`src/rtl/t07_button_pkg.sv`:
```
// t07_button_pkg: shared definitions for the button event detector.
// Holds the one-hot key codes of the standard six-button pad and the
// per-channel hold/repeat state encoding.
package t07_button_pkg;

    localparam logic [5:0] NO_PRESS = 6'b000000;
    localparam logic [5:0] SELECT   = 6'b000001;
    localparam logic [5:0] UP       = 6'b000010;
    localparam logic [5:0] RIGHT    = 6'b000100;
    localparam logic [5:0] DOWN     = 6'b001000;
    localparam logic [5:0] LEFT     = 6'b010000;
    localparam logic [5:0] BACK     = 6'b100000;

    typedef enum logic [1:0] {
        IDLE   = 2'd0,
        HOLD   = 2'd1,
        REPEAT = 2'd2
    } btn_state_t;

endpackage

```
`src/rtl/t07_button_channel.sv`:
```
// t07_button_channel: one button lane. Synchronises the raw level,
// debounces it, emits single-cycle press/release pulses and runs the
// hold-to-repeat state machine that produces auto-repeat pulses.
module t07_button_channel
    import t07_button_pkg::*;
#(
    parameter int DB_CYCLES     = 4,
    parameter int HOLD_CYCLES   = 50,
    parameter int REPEAT_CYCLES = 10,
    parameter int EN_REPEAT     = 1
) (
    input  logic clk,
    input  logic nrst,
    input  logic in_i,
    output logic level_o,
    output logic rise_o,
    output logic fall_o,
    output logic repeat_o
);

    localparam int DW = $clog2(DB_CYCLES + 1);
    localparam int HW = $clog2(HOLD_CYCLES + 1);
    localparam int RW = $clog2(REPEAT_CYCLES + 1);

    localparam logic [DW-1:0] DB_LAST     = DW'(DB_CYCLES - 1);
    localparam logic [HW-1:0] HOLD_LAST   = HW'(HOLD_CYCLES);
    localparam logic [RW-1:0] REPEAT_LAST = RW'(REPEAT_CYCLES);

    logic          sync_meta;
    logic          sync_s;
    logic [DW-1:0] db_cnt;
    logic          level_d;
    logic          level_up;
    btn_state_t    state;
    logic [HW-1:0] hold_cnt;
    logic [RW-1:0] rep_cnt;

    // Two-flop synchroniser bringing the asynchronous button into clk.
    always_ff @(posedge clk) begin
        if (!nrst) begin
            sync_meta <= 1'b0;
            sync_s    <= 1'b0;
        end else begin
            sync_meta <= in_i;
            sync_s    <= sync_meta;
        end
    end

    // Debounce: the level only follows the input after DB_CYCLES consecutive disagreeing samples.
    always_ff @(posedge clk) begin
        if (!nrst) begin
            db_cnt  <= '0;
            level_o <= 1'b0;
        end else if (sync_s == level_o) begin
            db_cnt <= '0;
        end else if (db_cnt == DB_LAST) begin
            level_o <= sync_s;
            db_cnt  <= '0;
        end else begin
            db_cnt <= db_cnt + DW'(1);
        end
    end

    assign level_up = level_o & ~level_d;

    // Edge detection on the debounced level gives one-cycle press/release pulses.
    always_ff @(posedge clk) begin
        if (!nrst) begin
            level_d <= 1'b0;
            rise_o  <= 1'b0;
            fall_o  <= 1'b0;
        end else begin
            level_d <= level_o;
            rise_o  <= level_up;
            fall_o  <= ~level_o & level_d;
        end
    end

    // Hold/repeat FSM: counts from the press pulse, fires while the level stays high, aborts on release.
    always_ff @(posedge clk) begin
        if (!nrst) begin
            state    <= IDLE;
            hold_cnt <= '0;
            rep_cnt  <= '0;
            repeat_o <= 1'b0;
        end else begin
            repeat_o <= 1'b0;
            case (state)
                IDLE: begin
                    if (level_up) begin
                        state    <= HOLD;
                        hold_cnt <= HW'(1);
                    end
                end
                HOLD: begin
                    if (!level_o) begin
                        state    <= IDLE;
                        hold_cnt <= '0;
                    end else if (hold_cnt == HOLD_LAST) begin
                        state    <= REPEAT;
                        hold_cnt <= '0;
                        rep_cnt  <= RW'(1);
                        repeat_o <= (EN_REPEAT != 0);
                    end else begin
                        hold_cnt <= hold_cnt + HW'(1);
                    end
                end
                REPEAT: begin
                    if (!level_o) begin
                        state   <= IDLE;
                        rep_cnt <= '0;
                    end else if (rep_cnt == REPEAT_LAST) begin
                        rep_cnt  <= RW'(1);
                        repeat_o <= (EN_REPEAT != 0);
                    end else begin
                        rep_cnt <= rep_cnt + RW'(1);
                    end
                end
                default: begin
                    state    <= IDLE;
                    hold_cnt <= '0;
                    rep_cnt  <= '0;
                end
            endcase
        end
    end

endmodule

```
`src/rtl/t07_button_event_detector.sv`:
```
// t07_button_event_detector: N_CH independent button lanes plus a
// lowest-index-wins encoder that turns the merged press/repeat events
// into a one-hot key code and a valid flag.
module t07_button_event_detector
    import t07_button_pkg::*;
#(
    parameter int N_CH          = 6,
    parameter int DB_CYCLES     = 4,
    parameter int HOLD_CYCLES   = 50,
    parameter int REPEAT_CYCLES = 10,
    parameter int EN_REPEAT     = 1
) (
    input  logic            clk,
    input  logic            nrst,
    input  logic [N_CH-1:0] in_i,
    output logic [N_CH-1:0] level_o,
    output logic [N_CH-1:0] rise_o,
    output logic [N_CH-1:0] fall_o,
    output logic [N_CH-1:0] repeat_o,
    output logic [N_CH-1:0] event_o,
    output logic [N_CH-1:0] code_o,
    output logic            valid_o
);

    for (genvar g = 0; g < N_CH; g++) begin : g_ch
        t07_button_channel #(
            .DB_CYCLES     (DB_CYCLES),
            .HOLD_CYCLES   (HOLD_CYCLES),
            .REPEAT_CYCLES (REPEAT_CYCLES),
            .EN_REPEAT     (EN_REPEAT)
        ) u_channel (
            .clk      (clk),
            .nrst     (nrst),
            .in_i     (in_i[g]),
            .level_o  (level_o[g]),
            .rise_o   (rise_o[g]),
            .fall_o   (fall_o[g]),
            .repeat_o (repeat_o[g])
        );
    end

    assign event_o = rise_o | repeat_o;

    // Lowest set bit isolated by the two's-complement trick; other simultaneous events are dropped.
    always_comb begin
        code_o  = event_o & (~event_o + N_CH'(1));
        valid_o = |event_o;
    end

endmodule

```
`config.mk`:
```
export PLATFORM = sky130hd
export DESIGN_NAME = t07_button_event_detector
export DESIGN_NICKNAME = d
export VERILOG_FILES = /design/src/rtl/t07_button_pkg.sv /design/src/rtl/t07_button_channel.sv /design/src/rtl/t07_button_event_detector.sv
export SDC_FILE = /design/constraint.sdc
export NUM_CORES = 1
export LEC_CHECK = 0
export BUFFER_PORTS_ARGS = -buffer_cell sky130_fd_sc_hd__buf_2
export CELL_PAD_IN_SITES_DETAIL_PLACEMENT = 1
export CELL_PAD_IN_SITES_GLOBAL_PLACEMENT = 1
export CORE_ASPECT_RATIO = 1.1
export CORE_MARGIN = 2
export CORE_UTILIZATION = 45
export DETAILED_ROUTE_END_ITERATION = 8
export MAX_ROUTING_LAYER = met4
export PLACE_DENSITY = 0.83
export SYNTH_ARGS = -nofsm -noshare
export SYNTH_HDL_FRONTEND = slang
export SYNTH_SLANG_ARGS = --single-unit
```
`constraint.sdc`:
```
create_clock -name clk -period 5.9 [get_ports clk]
set_input_delay 0.295 -clock clk [delete_from_list [all_inputs] [get_ports clk]]
set_output_delay 0.295 -clock clk [all_outputs]
set_load 0.02 [all_outputs]
```
---- Word level (Yosys, flattened, before mapping) ----
Cells that the tools add are included.
storage, ports and cells
  register bits after elaboration ......... 132
  logic and storage cells ................. 348
  output and inout bits ................... 37
  input port bits ......................... 8
cells by class
  multiplexer cells ....................... 114
  eq/ne operators ......................... 66
  reductions and logical operators ........ 37
  add/subtract/negate cells ............... 19
  bitwise logic cells ..................... 46
operator list
  kind                                                                   number
  6-bit 2-to-1 mux                                                       18
  6-bit case mux with 3 select lines                                     6
  4-bit 2-to-1 mux                                                       24
  4-bit case mux with 3 select lines                                     6
  2-bit 2-to-1 mux                                                       24
  6-bit by 1-bit adder with 6-bit output, second input constant          7
  6-bit equality test, second input constant                             6
  2-bit by 1-bit != test with 1-bit output, second input constant        18
  2-bit case mux with 3 select lines                                     6
  3-bit AND reduction                                                    12
  1-bit inverter                                                         31
  4-bit by 1-bit adder with 4-bit output, second input constant          6
  4-bit equality test, second input constant                             6
  1-bit 2-to-1 mux                                                       24
  2-bit AND reduction                                                    12
  3-bit by 1-bit adder with 3-bit output, second input constant          6
  3-bit by 2-bit equality test with 1-bit output, second input constant  6
  3-bit != test, second input constant                                   6
  3-bit OR reduction                                                     6
  1-bit bitwise AND                                                      12
  2-bit by 1-bit equality test with 1-bit output, second input constant  6
  2-bit equality test, second input constant                             6
  2-bit logical NOT                                                      6
  2-bit != test, second input constant                                   6
  6 further kinds                                                        16

---- Depth between registers and ports, before layout ----
Gate-level depths: netlist (run 1).
  depth after elaboration ................. 4
  depth in mapped cells ................... 7
  gate-level depth less buffers ........... 6

---- Cells and area by module ----
Synthesis (run 1) repeated with hierarchy kept, for this count alone.
second synthesis, totals
  cells, all modules ...................... 779
  area, all modules ....................... 6814.0 um2
by module, submodules not included
  module                                      sequential area each (um2)  area each (um2)  cells an instance  times used
  t07_button_channel (g_ch[0].u_channel ...)  440.4                       1117.3           128                4
  t07_button_channel (g_ch[4].u_channel)      440.4                       1129.8           127                1
  t07_button_channel (g_ch[5].u_channel)      440.4                       1103.6           125                1
  t07_button_event_detector                   0.0                         111.4            15                 1

---- Least setup slack after synthesis (run 1) ----
No wires, ideal clock.
  path type ............................... register -> output
  start ................................... reg g_ch[0].u_channel.repeat_o
  end ..................................... out valid_o
  required time ........................... 5.605 ns
  slack ................................... 3.846 ns
  stages on the path, launching flop included .. 5
  data arrival time ....................... 1.759 ns
  buffers on the path ..................... 0
  cell sequence ........................... dfxtp_1 -> or4_1 -> or2_2 -> or3_1 -> or2_2
on the way
  longest elaborated chain between the ends .. 2
RTL lines
  element                 RTL line                         RTL
  start, declared         t07_button_channel.sv:18         output logic repeat_o
  start signal, assigned  t07_button_channel.sv:103        repeat_o <= (EN_REPEAT != 0);
  start signal, assigned  t07_button_channel.sv:114        repeat_o <= (EN_REPEAT != 0);
  6-bit bitwise OR        t07_button_event_detector.sv:42  assign event_o = rise_o | repeat_o;
  6-bit OR reduction      t07_button_event_detector.sv:47  valid_o = |event_o;
  end, declared           t07_button_event_detector.sv:22  output logic valid_o
No other way between the ends.

---- Worst setup path after layout (run 1) ----
Same ends and word-level chain as after synthesis.

==> summary.txt, run 1 <==
Flow run
  • Max_cap viols: 0

Synthesis
  • Post-synthesis cell type count: 60
  • Post-synth top flop: dfxtp_1
  • Top-area cell type share of the netlist area: 40.6%
  • Async S/R FF share, synth: 0%
  • Syn_nets: 811
  • Mean area per synthesized cell: 8.58 sq um
  • Yosys warns: 0
  • Sequential share of the synthesized area: 40.6%
  • Number of synthesized flops with an enable pin: 0
  • Synth top area cells: dfxtp_1, ha_1, a21oi_1, nor2_1, nand2_1
  • Cell accounting for the most synthesized area: dfxtp_1
  • Cells after synthesis: 759
  • #FFs+latches synth: 132
  • Post-Syn Area: 6510 sq um

Worst setup path
  • CP Launch Type: flip-flop
  • Nature of the critical path endpoint: primary output
  • Crit-path cells: or4_1, or2_2, or3_1, or2_2, buf_2
  • Worst path arrival time: 2380 ps
  • Cell mode on critical path: or2_2
  • CP required: 5610 ps
  • Crit-path max cell delay: 540 ps
  • Critical Path Slowest Stage Cell: or4_1
  • Critical path type: reg -> out
  • CP max FO: 3

Status
  • Outcome: finished clean

STA
  • Worst relative slew slack: 55.5%
  • Tmin final: 2680 ps
  • Slew Limit Fails: 0
  • Final clock skew: 6.38 ps
  • Setup_tns: 0 ps
  • Final hold violations: 0
  • RSZ-0062 raised after global routing: false
  • Hold WS: 84.3 ps
  • Final period utilization: 45.4%
  • Fmax achieved: 374 MHz
  • Setup violators final: 0
  • Least-Margin Pin Slew: 666 ps

Floorplan
  • Die span in x: 119 microns
  • Starting Density: 45.6%
  • DIE HEIGHT: 130 microns
  • # rows: 46
  • Core area: 14300 sq um
  • # IOs: 45
  • Die area: 15500 sq um

Routing
  • WL/cell: 16.2 microns
  • First-pass detailed-route iteration total: 4
  • WL final: 15900 microns
  • Vias per inst: 5.61
  • Via count: 5488
  • Initial DRC count: 199
  • Remaining antenna violation count after routing: 0
  • DRC: 0

Clock tree
  • Clock buffer depth: 2
  • Post-CTS sizing: 0
  • Post-CTS Setup Repair Bufs: 0
  • Clk slew on worst S/H paths: 60 ps
  • CTS tree: built
  • Clock Latency Late Sink: 420 ps
  • CTS sink cnt: 132
  • Cts bufs inserted: 17
  • Cts hold-fix bufs: 0
  • CTS Root Cell: clkbuf_16
  • H-tree depth: 4

Global route
  • First-pass GRT wire length: 26700 microns
  • Vias in the first global route: 5653
  • Global-route usage over all layers: 21.8%
  • Initial antenna violation count: 0
  • Largest net degree at the start of global routing: 55
  • Grt total ovfl: 0

Final layout
  • Leading cell type in the layout, fill and taps excluded: dfxtp_1
  • Area delta synth->final: 12.5%
  • Layout net count: 825
  • # diodes: 0
  • Share of layout cells above drive strength 1: 12.6%
  • Most frequent cells in the layout: dfxtp_1, a21oi_1, nor2_1

Power
  • Flop pwr share: 43.0%
  • Switching power total: 0.483 mW
  • Power Density: 291 nW/um^2
  • Sw Ratio: 22.6%
  • Clock Power Share: 52.3%
  • Pint: 1.65 mW
  • Design Power: 2.13 mW
  • Leakage: 2.88 nW
  • Max VDD drop: 0.219 mV
  • Combinational share of power: 4.6%

Placement
  • DPL Wire Length: 10800 microns
  • Input/output buffers: 44
  • Placer Congestion: 0.818

Hold path
  • Hold Crit Class: in -> reg
[cell type report]
class                      count  area (sq um)
inverter                      48           180
fill                        1739          6950
clock inverter                11           149
sequential                   132          2640
timing repair buffer          46           235
tap                          192           240
multi-input combinational    528          3400
clock buffer                  21           480
[worst paths after layout]
kind / slack, ps / endpoint / cells after the start / start
min: 80 / g_ch[4].u_channel.sync_meta$_SDFF_PN0_ / 2 / in_i[4]
max: 3220 / valid_o / 5 / g_ch[0].u_channel.repeat_o$_SDFF_PN0_
max reg2reg: 3770 / g_ch[1].u_channel.rep_cnt[1]$_SDFFE_PN0P_ / 6 / g_ch[1].u_channel.state[0]$_SDFFE_PN0P_
min reg2reg: 430 / g_ch[4].u_channel.db_cnt[0]$_SDFF_PP0_ / 1 / g_ch[4].u_channel.db_cnt[0]$_SDFF_PP0_
[synthesized netlist by cell type (3+ instances only)]
master	number
or4_1	14
or3_1	21
nor2b_1	10
clkbuf_1	22
a31oi_1	14
or2_2	6
nand2b_1	7
o311a_1	3
or3b_2	4
nor3b_1	4
nor3_1	17
and3_1	7
nor4bb_1	5
dfxtp_1	132
xnor2_1	9
and2_1	19
nand4_1	7
nand3b_1	4
mux2i_1	8
o21ai_0	34
nand2_1	57
ha_1	44
a21oi_1	67
o211a_1	6
a211oi_1	14
buf_4	25
a41oi_1	3
buf_1	3
a21o_1	6
nand3_1	32
nor2_1	61
inv_1	48
o211ai_1	4
nand4b_1	5
[critical path, delay by kind of cell (launching register included)]
family | cells | cell delay [ps]
buffers and inverters | 1 | 160
flip-flops | 1 | 320
AND/OR/NAND/NOR | 4 | 1480
[cells by family after synthesis]
kind of cell,Yosys count,share of synthesized area [%]
AOI/OAI and AO/OA,179,17.5
xor gates and xnor gates,9,1.21
adders and majority gates,44,8.45
buffers and inverters,99,7.26
muxes,9,1.40
and+or+nand+nor,287,23.6
DFF,132,40.6
[through the flow]
step | cells | instance area, sq um | util (%) | worst slack [ps]
2_1_floorplan | 759 | 6520 | - | 3850
4_1_cts | 978 | 7330 | 51.3 | 3200
6_report | 978 | 7330 | 51.3 | 3220
3_5_place_dp | 946 | 6700 | 46.9 | 3560
5_1_grt | 978 | 7330 | 51.3 | 3120
3_3_place_gp | 946 | 6700 | 46.9 | 3650
[layer usage]
| layer | GRT usage, % | share of wire, % | vias to the layer above |
|---|---|---|---|
| li1 | - | - | 2705 |
| met1 | 23.4 | 42 | 2672 |
| met2 | 39.6 | 53 | 80 |
| met3 | 5.03 | 3.3 | 31 |
| met4 | 7.84 | 1.7 | 0 |
| met5 | - | 0 | - |
[registers in the layout (all words and copies together) (netlist names)]
| register | count |
|---|---|
| g_ch.u_channel.state | 12 |
| g_ch.u_channel.hold_cnt | 36 |
| g_ch.u_channel.rise_o | 6 |
| g_ch.u_channel.db_cnt | 18 |
| g_ch.u_channel.rep_cnt | 24 |
| g_ch.u_channel.repeat_o | 6 |
| g_ch.u_channel.level_d | 6 |
| g_ch.u_channel.sync_s | 6 |
| g_ch.u_channel.sync_meta | 6 |
| g_ch.u_channel.fall_o | 6 |
| g_ch.u_channel.level_o | 6 |
[power groups by stage]
| stage | clock network, mW | registers (mW) | logic (mW) |
|---|---|---|---|
| CTS | 1.14 | 0.918 | 0.0997 |
| finish | 1.12 | 0.918 | 0.0989 |
| detailed placement | 0 | 0.937 | 0.0977 |
| floorplan | 0 | 0.934 | 0.0722 |
| global route | 1.17 | 0.920 | 0.111 |
| global placement | 0 | 0.936 | 0.0901 |
No activity file was read; power rests on OpenSTA's default activity.
==> run 2, diff against run 1 <==
- CORE_UTILIZATION: 45 -> 42
- PLACE_DENSITY: 0.83 -> 0.81
- clock period: 5.9 -> 2.15 ns (I/O delays scaled with it)
==> summary.txt, run 2 (synthesis results as in run 1) <==
Status
  • Outcome: complete, but fails checks
  • Failing checks: negative setup slack

STA
  • Worst relative slew slack: 56.8% (+1.2 points)
  • Slew Limit Fails: 0 (unchanged)
  • Fmax achieved: 424 MHz
  • Setup violators final: 2 (+2)
  • Final clock skew: 9.75 ps (+3.37 ps)
  • Least-Margin Pin Slew: 640 ps (-26.4 ps)
  • Final period utilization: 110%
  • Final hold violations: 0 (unchanged)
  • RSZ-0062 raised after global routing: true
  • Tmin final: 2360 ps
  • Final worst setup slack: -206 ps (-3430 ps)

Worst setup path
  • Worst R2R End: g_ch[0].u_channel.rep_cnt[1]$_SDFFE_PN0P_
  • CP Launch Type: flip-flop
  • CP required: 2040 ps (-3570 ps)
  • Nature of the critical path endpoint: primary output
  • Worst setup startpoint: g_ch[1].u_channel.rise_o$_SDFF_PN0_
  • Crit path capture: valid_o
  • Critical path type: reg -> out
  • CP max FO: 2 (-1)
  • Worst path arrival time: 2250 ps (-130 ps)
  • Reg2reg path depth: 6 (unchanged)
  • RR Startpoint: g_ch[0].u_channel.hold_cnt[0]$_SDFFE_PN0P_
  • Reg2reg setup slack: 80 ps (-3690 ps)

Routing
  • DRC: 0 (unchanged)
  • Remaining antenna violation count after routing: 0 (unchanged)
  • Initial DRC count: 224 (+13%)
  • Vias per inst: 5.54 (-1.3%)
  • WL/cell: 15.8 microns (-2.5%)
  • Via count: 5555 (+1.2%)
  • WL final: 15900 microns (about the same)
  • First-pass detailed-route iteration total: 4 (unchanged)

Final layout
  • Share of layout cells above drive strength 1: 15.0% (+2.4 points)
  • Most frequent cells in the layout: dfxtp_1, a21oi_1, nor2_1
  • Finished layout cell area: 7490 sq um (+2.3%)
  • Leading cell type in the layout, fill and taps excluded: dfxtp_1
  • Biggest regs: g_ch.u_channel.hold_cnt x36, g_ch.u_channel.rep_cnt x24, g_ch.u_channel.db_cnt x18
  • Final non-filler cell total: 1003 (+2.6%)
  • Area delta synth->final: 15.0%
  • # diodes: 0 (unchanged)
  • Layout net count: 849 (+2.9%)
  • Max FFs per register: 36 (unchanged)
  • Largest Register: g_ch.u_channel.hold_cnt

Global route
  • Initial antenna violation count: 0 (unchanged)
  • Vias in the first global route: 5844 (+3.4%)
  • Grt total ovfl: 0 (unchanged)
  • First-pass GRT wire length: 27000 microns (+1.0%)
  • Global-route usage over all layers: 20.7% (-1.1 points)
  • Largest net degree at the start of global routing: 53 (-3.6%)

Placement
  • Input/output buffers: 44 (unchanged)
  • Post-placement setup slack: 19.5 ps (-3540 ps)
  • Placed Instances: 967 (+2.2%)
  • DPL Wire Length: 11000 microns (+1.7%)
  • Placer Congestion: 0.803 (-1.9%)
  • Post-DP Area: 6860 sq um (+2.4%)

Floorplan
  • DIE HEIGHT: 135 microns (+3.4%)
  • Die area: 16500 sq um (+6.9%)
  • # rows: 47 (+2.2%)
  • Core area: 15100 sq um (+5.9%)
  • # IOs: 45 (unchanged)
  • Die span in x: 123 microns (+3.4%)
  • Starting Density: 43.1% (-2.5 points)

Clock tree
  • Cts bufs inserted: 17 (unchanged)
  • CTS sink cnt: 132 (unchanged)
  • CTS tree: built
  • Clock buffer depth: 2 (unchanged)
  • Clk slew on worst S/H paths: 60 ps (about the same)
  • Clock Latency Late Sink: 430 ps (about the same)
  • H-tree depth: 4 (unchanged)
  • CTS Root Cell: clkbuf_16

Flow run
  • Max_cap viols: 0 (unchanged)

Power
  • Leakage: 2.96 nW (+2.7%)
  • Sw Ratio: 22.7% (+0.11 points)
  • Pint: 4.19 mW (+150%)
  • Power Density: 724 nW/um^2 (+150%)
  • Flop pwr share: 46.5% (+3.5 points)
  • Clock Power Share: 48.0% (-4.3 points)
  • Switching power total: 1.23 mW (+160%)
  • Design Power: 5.42 mW (+150%)
  • Combinational share of power: 5.5% (+0.9 points)
  • Max VDD drop: 0.491 mV (+120%)

Hold path
  • Hold Crit Class: in -> reg
==> run 2: worst min path at each step <==
| stage | start | end | slack [ps] | depth (start not counted) |
|---|---|---|---|---|
| final | nrst | g_ch[4].u_channel.fall_o$_SDFF_PN0_ | 60 | 3 |
| after global routing | nrst | g_ch[4].u_channel.fall_o$_SDFF_PN0_ | 100 | 3 |
| after CTS | nrst | g_ch[4].u_channel.fall_o$_SDFF_PN0_ | 60 | 3 |
| after detailed placement | in_i[1] | g_ch[1].u_channel.sync_meta$_SDFF_PN0_ | 320 | 2 |
| after global placement | in_i[1] | g_ch[1].u_channel.sync_meta$_SDFF_PN0_ | 310 | 2 |
| after floorplan | in_i[0] | g_ch[0].u_channel.sync_meta$_SDFF_PN0_ | 230 | 1 |
==> run 2: power by group through the flow <==
stage,clock network (mW),registers [mW],logic (mW)
floorplan,0,2.56,0.198
global placement,0,2.57,0.266
detailed placement,0,2.57,0.285
CTS,2.66,2.52,0.296
global route,2.76,2.53,0.333
finish,2.60,2.52,0.298
==> run 2: through the flow <==
stage                     util (%)  hold slack [ps]  TNS [ps]
final                         49.6             58.2      -310
after floorplan                  -              235         0
after detailed placement      45.4              319         0
after CTS                     49.4             58.7      -389
after global placement        45.4              314         0
after global routing          49.6             97.0      -424
==> run 2: critical path, cell delays in order, from the launching register on <==
cell and delay (ps):
dfxtp_2 320, or4_4 540, or2_4 270, or3_4 340, or2_4 230, buf_6 130
==> run 2: what timing repair did <==
action                                 in CTS  in global routing
resized for setup                           8                  9
hold buffers                                6                  0
endpoints found under the hold margin       6                  0
setup buffers                               1                  0
setup endpoints to repair                   2                 13
pin swaps                                   2                  3
==> run 2: metal layers <==
| metal | global-route usage [%] | vias up | wire, microns |
|---|---|---|---|
| li1 | - | 2740 | - |
| met1 | 22.3 | 2723 | 6730 |
| met2 | 36.9 | 73 | 8250 |
| met3 | 5.57 | 19 | 652 |
| met4 | 6.39 | 0 | 238 |
| met5 | - | - | 0 |
==> run 2: cell type report <==
cell class	instances	area, sq um
clock inverters	6	57.6
flip-flops and latches	132	2650
multi-input cells	528	3440
fillers	1800	7620
repair buffers	70	464
inverters	48	180
well taps	196	245
clock buffers	23	458
